$ cat src/rtl/noc_vchannel_mux_if.sv
// Handshake bundle between the network adapter, the VC mux and the mesh node input port.
interface noc_vchannel_mux_if #(
  parameter int FLIT_WIDTH = 32,
  parameter int CHANNELS   = 7
);
  logic [CHANNELS-1:0][FLIT_WIDTH-1:0] in_flit;
  logic [CHANNELS-1:0]                 in_last;
  logic [CHANNELS-1:0]                 in_valid;
  logic [CHANNELS-1:0]                 in_ready;
  logic [FLIT_WIDTH-1:0]               out_flit;
  logic                                out_last;
  logic [CHANNELS-1:0]                 out_valid;
  logic [CHANNELS-1:0]                 out_ready;

  modport master (
    output in_flit, in_last, in_valid, out_ready,
    input  in_ready, out_flit, out_last, out_valid
  );

  modport slave (
    input  in_flit, in_last, in_valid, out_ready,
    output in_ready, out_flit, out_last, out_valid
  );
endinterface

$ cat src/rtl/noc_vchannel_mux.sv
// Packet-atomic round-robin VC mux: merges CHANNELS flit streams onto one link through a
// single registered holding stage; a packet owns the link from head flit to last flit.
module noc_vchannel_mux #(
  parameter int FLIT_WIDTH = 32,
  parameter int CHANNELS   = 7
) (
  input  logic               clk,
  input  logic               rst,
  noc_vchannel_mux_if.slave  bus
);
  localparam int CW = (CHANNELS > 1) ? $clog2(CHANNELS) : 1;

  typedef enum logic {IDLE, LOCKED} state_e;

  state_e                state_q, state_d;
  logic [CW-1:0]         lock_q, lock_d;
  logic [CW-1:0]         ptr_q, ptr_d;
  logic [CW-1:0]         chan_q, chan_d;
  logic                  valid_q, valid_d;
  logic                  last_q, last_d;
  logic [FLIT_WIDTH-1:0] flit_q, flit_d;

  logic [CW-1:0] sel;
  logic          selected, drain, can_load, xfer;
  int            idx;

  assign drain    = valid_q & bus.out_ready[chan_q];
  assign can_load = ~valid_q | drain;
  assign xfer     = |(bus.in_valid & bus.in_ready);

  // Round-robin scan starts one past the channel that last completed a packet.
  always_comb begin
    sel      = lock_q;
    selected = 1'b0;
    idx      = 0;
    if (state_q == LOCKED) begin
      selected = 1'b1;
    end else begin
      for (int k = 1; k <= CHANNELS; k++) begin
        idx = int'(ptr_q) + k;
        if (idx >= CHANNELS) idx = idx - CHANNELS;
        if (!selected && bus.in_valid[idx]) begin
          selected = 1'b1;
          sel      = CW'(idx);
        end
      end
    end
  end

  // Reset gates ready so nothing is accepted while the adapter is still held in reset.
  always_comb begin
    bus.in_ready = '0;
    if (rst && can_load && selected) bus.in_ready[sel] = 1'b1;
  end

  always_comb begin
    state_d = state_q;
    lock_d  = lock_q;
    ptr_d   = ptr_q;
    valid_d = valid_q;
    chan_d  = chan_q;
    flit_d  = flit_q;
    last_d  = last_q;
    if (xfer) begin
      valid_d = 1'b1;
      chan_d  = sel;
      flit_d  = bus.in_flit[sel];
      last_d  = bus.in_last[sel];
      if (bus.in_last[sel]) begin
        state_d = IDLE;
        ptr_d   = sel;
      end else begin
        state_d = LOCKED;
        lock_d  = sel;
      end
    end else if (drain) begin
      valid_d = 1'b0;
    end
  end

  always_ff @(posedge clk or negedge rst) begin
    if (!rst) begin
      state_q <= IDLE;
      lock_q  <= '0;
      ptr_q   <= CW'(CHANNELS - 1);
      valid_q <= 1'b0;
      chan_q  <= '0;
      flit_q  <= '0;
      last_q  <= 1'b0;
    end else begin
      state_q <= state_d;
      lock_q  <= lock_d;
      ptr_q   <= ptr_d;
      valid_q <= valid_d;
      chan_q  <= chan_d;
      flit_q  <= flit_d;
      last_q  <= last_d;
    end
  end

  assign bus.out_valid = valid_q ? (CHANNELS'(1) << chan_q) : '0;
  assign bus.out_flit  = flit_q;
  assign bus.out_last  = last_q;

  // Upstream must not change a flit it is offering until it has been taken.
  for (genvar c = 0; c < CHANNELS; c++) begin : g_hold
    a_hold: assert property (@(posedge clk) disable iff (!rst)
      (bus.in_valid[c] && !bus.in_ready[c]) |=>
        (!bus.in_valid[c] || ($stable(bus.in_flit[c]) && $stable(bus.in_last[c]))));
  end
endmodule

$ cat src/flat_wrapper.sv
// flat-port wrapper written by rule: the top's interface ports become plain ports
module noc_vchannel_mux_flat 
#(
  parameter int FLIT_WIDTH = 32,
  parameter int CHANNELS   = 7
)
  (clk, rst, bus_in_flit, bus_in_last, bus_in_valid, bus_out_ready, bus_in_ready, bus_out_flit, bus_out_last, bus_out_valid);
  noc_vchannel_mux_if #(.FLIT_WIDTH(FLIT_WIDTH), .CHANNELS(CHANNELS)) bus_i ();
  input  logic clk;
  input  logic rst;
  input wire logic [$bits(bus_i.in_flit)-1:0] bus_in_flit;
  input wire logic [$bits(bus_i.in_last)-1:0] bus_in_last;
  input wire logic [$bits(bus_i.in_valid)-1:0] bus_in_valid;
  input wire logic [$bits(bus_i.out_ready)-1:0] bus_out_ready;
  output wire logic [$bits(bus_i.in_ready)-1:0] bus_in_ready;
  output wire logic [$bits(bus_i.out_flit)-1:0] bus_out_flit;
  output wire logic [$bits(bus_i.out_last)-1:0] bus_out_last;
  output wire logic [$bits(bus_i.out_valid)-1:0] bus_out_valid;
  assign bus_i.in_flit = bus_in_flit;
  assign bus_i.in_last = bus_in_last;
  assign bus_i.in_valid = bus_in_valid;
  assign bus_i.out_ready = bus_out_ready;
  assign bus_in_ready = bus_i.in_ready;
  assign bus_out_flit = bus_i.out_flit;
  assign bus_out_last = bus_i.out_last;
  assign bus_out_valid = bus_i.out_valid;
  noc_vchannel_mux #(.FLIT_WIDTH(FLIT_WIDTH), .CHANNELS(CHANNELS)) u_core (.clk(clk), .rst(rst), .bus(bus_i));
endmodule
$ cat config.mk
export PLATFORM = sky130hd
export DESIGN_NAME = noc_vchannel_mux_flat
export DESIGN_NICKNAME = d
export VERILOG_FILES = /design/src/rtl/noc_vchannel_mux_if.sv /design/src/rtl/noc_vchannel_mux.sv /design/src/flat_wrapper.sv
export SDC_FILE = /design/constraint.sdc
export NUM_CORES = 1
export LEC_CHECK = 0
export BUFFER_PORTS_ARGS = -buffer_cell sky130_fd_sc_hd__clkbuf_2
export CAP_MARGIN = 20
export CORE_MARGIN = 10
export CORE_UTILIZATION = 30
export CTS_BUF_LIST = sky130_fd_sc_hd__clkbuf_4
export DETAILED_ROUTE_END_ITERATION = 6
export GPL_TIMING_DRIVEN = 0
export PLACE_DENSITY_LB_ADDON = 0.2
export SLEW_MARGIN = 25
export SYNTH_ARGS = -nofsm -noshare
export SYNTH_HDL_FRONTEND = slang
export SYNTH_SLANG_ARGS = --single-unit
$ cat constraint.sdc
create_clock -name clk -period 6.7 [get_ports clk]
set_input_delay 0.67 -clock clk [delete_from_list [all_inputs] [get_ports clk]]
set_output_delay 0.67 -clock clk [all_outputs]
set_load 0.01 [all_outputs]
### Word level (Yosys, flattened, before mapping)

Cells that the tools add are included.

* register bits: 44
* output and inout port bits: 47
* word-level logic and storage cells: 133

* add/subtract/negate cells: 14
* order comparisons: 17
* shift-type cells: 1
* muxes and demuxes: 70
* bitwise gates (word level): 5
* reductions and logical operators: 19

Operator list (number)
* $mux 32: 15
* $ge 32x4->1 const B: 7
* $lt 32x5->1 const B: 7
* $sub 32x4->32 const B: 7
* $bmux 32 s3: 1
* $mux 1: 34
* $bmux 1 s3: 9
* $mux 3: 8
* $add 3x3->4 const B: 4
* $mux 7: 2
* $logic_and 1x1->1: 9
* $add 3x2->4 const B: 2
* $lt 3x4->1 const B: 2
* $and 7x7->7: 1
* $reduce_or 7->1: 1
* $shl 1x3->7 const A: 1
* $logic_not 1->1: 6
* $add 3x1->4 const B: 1
* $reduce_and 2->1: 2
* $demux 1 s3: 1
* $ge 3x1->1 const B: 1
* $not 1->1: 2
* $reduce_bool 2->1: 1
* $and 1x1->1: 1
* $or 1x1->1: 1

### Logic depth before layout (Yosys ltp)

* depth in word-level cells: 41
* gate-level depth with buffers: 22
* gate-level depth less buffers: 16

### Least setup slack after synthesis

Ideal clock, no wire load.

* path type: reg-to-output
* start: reg u_core.ptr_q[1]
* end: out bus_in_ready[3]
* arrival: 4.797 ns
* required time: 6.030 ns
* slack: 1.233 ns
* stages on the path, launching flop included: 20
* path through: dfstp_2 buf_2 inv_1 ha_1 inv_1 fa_1 clkbuf_1 nand2b_1 a21oi_1 a2111oi_0 o32a_2 nand2_1 or3_1 a221o_1 and2_1 buf_2 inv_2 buf_1 nand2_1 nor3_1

* word-level cells in the longest chain between the ends: 38
* elaborated cells between the ends (all ways): 97

Ends and longest elaborated chain
* from (decl): RTL line noc_vchannel_mux.sv:17 `logic [CW-1:0] ptr_q, ptr_d;`
* from (signal assigned): RTL line noc_vchannel_mux.sv:85 `ptr_q <= CW'(CHANNELS - 1);`
* from (signal assigned): RTL line noc_vchannel_mux.sv:93 `ptr_q <= ptr_d;`
* $add 3x1->4: RTL line noc_vchannel_mux.sv:40 `idx = int'(ptr_q) + k;`
* $sub 32x4->32 or $ge 32x4->1 (tied branches): RTL line noc_vchannel_mux.sv:41 `if (idx >= CHANNELS) idx = idx - CHANNELS;`
* $mux 32: RTL line noc_vchannel_mux.sv:41
* $mux 32: RTL line noc_vchannel_mux.sv:36 `if (state_q == LOCKED) begin`
* $bmux 1 s3: RTL line noc_vchannel_mux.sv:42 `if (!selected && bus.in_valid[idx]) begin`
* $mux 1 (not written as such) (2 in series): RTL line noc_vchannel_mux.sv:42
* $mux 1: RTL line noc_vchannel_mux.sv:42
* $mux 1: RTL line noc_vchannel_mux.sv:36
* [... 21 more ...]
* $logic_and 1x1->1: RTL line noc_vchannel_mux.sv:42
* $mux 3: RTL line noc_vchannel_mux.sv:42
* $mux 3: RTL line noc_vchannel_mux.sv:36
* $lt 3x4->1 (not written as such) or $ge 3x1->1 (tied branches): RTL line noc_vchannel_mux.sv:53 `if (rst && can_load && selected) bus.in_ready[sel] = 1'b1;`
* $logic_and 1x1->1 (not written as such): RTL line noc_vchannel_mux.sv:53
* $mux 1 (not written as such): RTL line noc_vchannel_mux.sv:53
* $demux 1 s3
* $mux 7 *: RTL line noc_vchannel_mux.sv:53
* to (decl): RTL line flat_wrapper.sv:15 `output wire logic [$bits(bus_i.in_ready)-1:0] bus_in_ready;`

Every way passes the cells marked *; elsewhere a longest branch is shown, timed or not. The select of a mux whose other input is x is not followed.

### Worst setup path in the final report

* start: reg u_core.ptr_q[1]
* end: out bus_in_ready[5]

Same word-level chain as after synthesis.

==> metrics.txt <==
Main synth FF type=dfrtp_1; H-tree Lvls=2; post-synth cell types=86; crit path DAT=5.73 ns; Routed WL=28.99 mm; Max clock buf depth=2; share of flip-flops with an asynchronous set or reset=100.0%; startpoint types=flip-flop; drt wl/cell=22.88 µm; Row Count=52; Area after DPL=8069 µm²; WHS=0.2866 ns; area of the core=20360 µm²; Die Wd=164.5 µm; final setup vio count=0; detailed-router iteration count before antenna repair=5; Fmax=0.1561 GHz; largest net degree at the start of global routing=46; worst setup path class=flip-flop to output pin; synthesized netlist cell count=696; ANT cells=0; Post-Syn Area=6267 µm²; Routed Antenna Nets=0; Worst slew margin=39.89%; EDFF count, synth=0; cts hold-fix bufs=0; Layout area overhead=30.57%; final instance area=8183 µm²; CTS Sinks=44; CTS clk-pin slew, worst paths=0.15 ns; Clk Latency, worst-skew pair=0.40 ns; sequential element share of the synthesized area=17.61%; initial DRC count=508; Final Hold Fails=0; first-pass GRT wire length=42.79 mm; vias in the first global route=7276; crit path time final=6.405 ns; share of Yosys cell area claimed by the top area cell type=17.73%; initial antenna violation count=0; syn_nets=955; Initial Util=30.78%; CTS tree=done; commonest non-fill, non-tap cell in the layout=clkbuf_2; Worst Hold Class=input port to async pin; die area=27070 µm²; maxcap violations=0; Overflow after GRT=0; IO Count=294; Critical Path Fanout Max=18; reg2reg setup slack=0.56 ns; die height=164.5 µm; dominant cell type by area after synthesis=mux2i_1; Layout Skew=0.01535 ns; YS warnings=0; period utilisation layout=95.59%; via count=6993; nets=1255; critical path data required time=6.03 ns; final slew viol count=0; Via density=5.519; share of cells above drive strength 1=43.53%; RD Place Congestion=0.9443; critical path capture point type=output pin; FF+latch count, synth=44; total CTS buffers=5; top cells by area, synth=mux2i_1 18%, dfrtp_1 17%, mux2_2 14%; mean post-synth cell area=9.005 µm²; detailed placer's ending HPWL=24.43 mm; most frequent cells in the layout=291 x clkbuf_2, 111 x mux2i_1, 79 x mux2_2, 42 x dfrtp_1, 39 x nand2_1; worst slew pin tran=0.8877 ns; Global Route Usage Sum=20.17%; DRC Markers=0; outcome=finished clean; Root Buffer=clkbuf_4; port bufs=292; RSZ-0062 raised after global routing=false
## cell families after synthesis
group	after synthesis	synth area share, %
buffers and inverters	75	5.410
AOI/OAI and AO/OA	187	23.30
DFF	44	17.61
muxes	216	36.95
xor gates and xnor gates	8	1.118
and+or+nand+nor	154	13.10
adders and majority gates	12	2.515
## routing by layer
layer / GRT usage [%] / vias up / wire [µm]
li1: - / 3313 / -
met1: 26.37 / 3360 / 12510
met2: 32.15 / 281 / 13840
met3: 5.103 / 39 / 1939
met4: 5.676 / 0 / 709
met5: 0 / - / 0
## final cells by class
type                       instances  area (µm²)
buffer                            54       260.3
multi-input combinational        577        4831
clock buffer                       5       37.54
sequential                        44        1104
timing repair buffer             295        1486
inverter                          19       83.83
clock inverter                     3       42.54
tap                              270       337.8
fill                            2126       12180
## sequential cells by signal, summed over array words and instances, names as in the netlist
| register | flops |
|---|---|
| u_core.state_q | 1 |
| u_core.ptr_q | 3 |
| u_core.lock_q | 3 |
| u_core.bus.out_last | 1 |
| u_core.chan_q | 3 |
| u_core.bus.out_flit | 32 |
| u_core.valid_q | 1 |
## worst max-delay path, cell delays in order (launching register included)
cell	delay (ns)
dfstp_2	0.65
buf_2	0.27
clkinvlp_4	0.21
ha_1	0.26
inv_1	0.09
fa_1	0.40
clkbuf_1	0.22
nand2b_1	0.13
a21oi_1	0.07
a2111oi_2	0.48
o32a_2	0.27
nand2_1	0.17
or3_1	0.41
a221o_1	0.45
and2_1	0.22
buf_2	0.21
inv_6	0.20
nand2_1	0.14
nor3_1	0.29
clkbuf_2	0.19
## through the flow
stage | util [%] | instances | setup WS [ns] | TNS (ns)
after CTS | 40.02 | 1264 | 0.09042 | 0
after detailed placement | 39.62 | 1258 | -0.3134 | -0.6969
final | 40.18 | 1267 | 0.2954 | 0
after floorplan | - | 696 | 1.233 | 0
after global routing | 40.18 | 1267 | 0.004190 | 0
after global placement | 39.61 | 1258 | -0.3244 | -0.7405
## path summary, 6_finish.rpt
path	from	end	cells after the start
max	u_core.ptr_q[1]	bus_in_ready[5]	19
min	rst	u_core.chan_q[2]	1
max reg2reg	u_core.ptr_q[1]	u_core.bus.out_flit[16]	19
min reg2reg	u_core.bus.out_flit[10]	u_core.bus.out_flit[10]	1
max in group asynchronous	rst	u_core.bus.out_flit[2]	1
min in group clk	u_core.bus.out_flit[10]	u_core.bus.out_flit[10]	1
## synthesized netlist by cell type, drive strengths merged (5+ instances only)
| cell | number |
|---|---|
| o21ai | 16 |
| nor2 | 22 |
| o211ai | 8 |
| and2 | 6 |
| o211a | 5 |
| clkbuf | 23 |
| a31oi | 9 |
| nand3 | 8 |
| inv | 18 |
| or2 | 7 |
| ha | 11 |
| a2111oi | 6 |
| a211oi | 10 |
| mux2i | 111 |
| a21oi | 22 |
| a21boi | 7 |
| nor2b | 8 |
| buf | 33 |
| nand2b | 14 |
| and3 | 8 |
| mux2 | 103 |
| xnor2 | 7 |
| dfrtp | 42 |
| nor3 | 16 |
| nand2 | 39 |
| a22oi | 37 |
| or3 | 5 |
## what timing repair did
action                                  in CTS  in global routing
cloned                                       0                  0
buffers inserted                             0                  3
gates resized for setup                      3                  3
endpoints found under the setup margin       6                  7
Power is left out: the tool's default activity adds up to more than one toggle a clock period on the data nets, which glitch-free logic cannot reach.
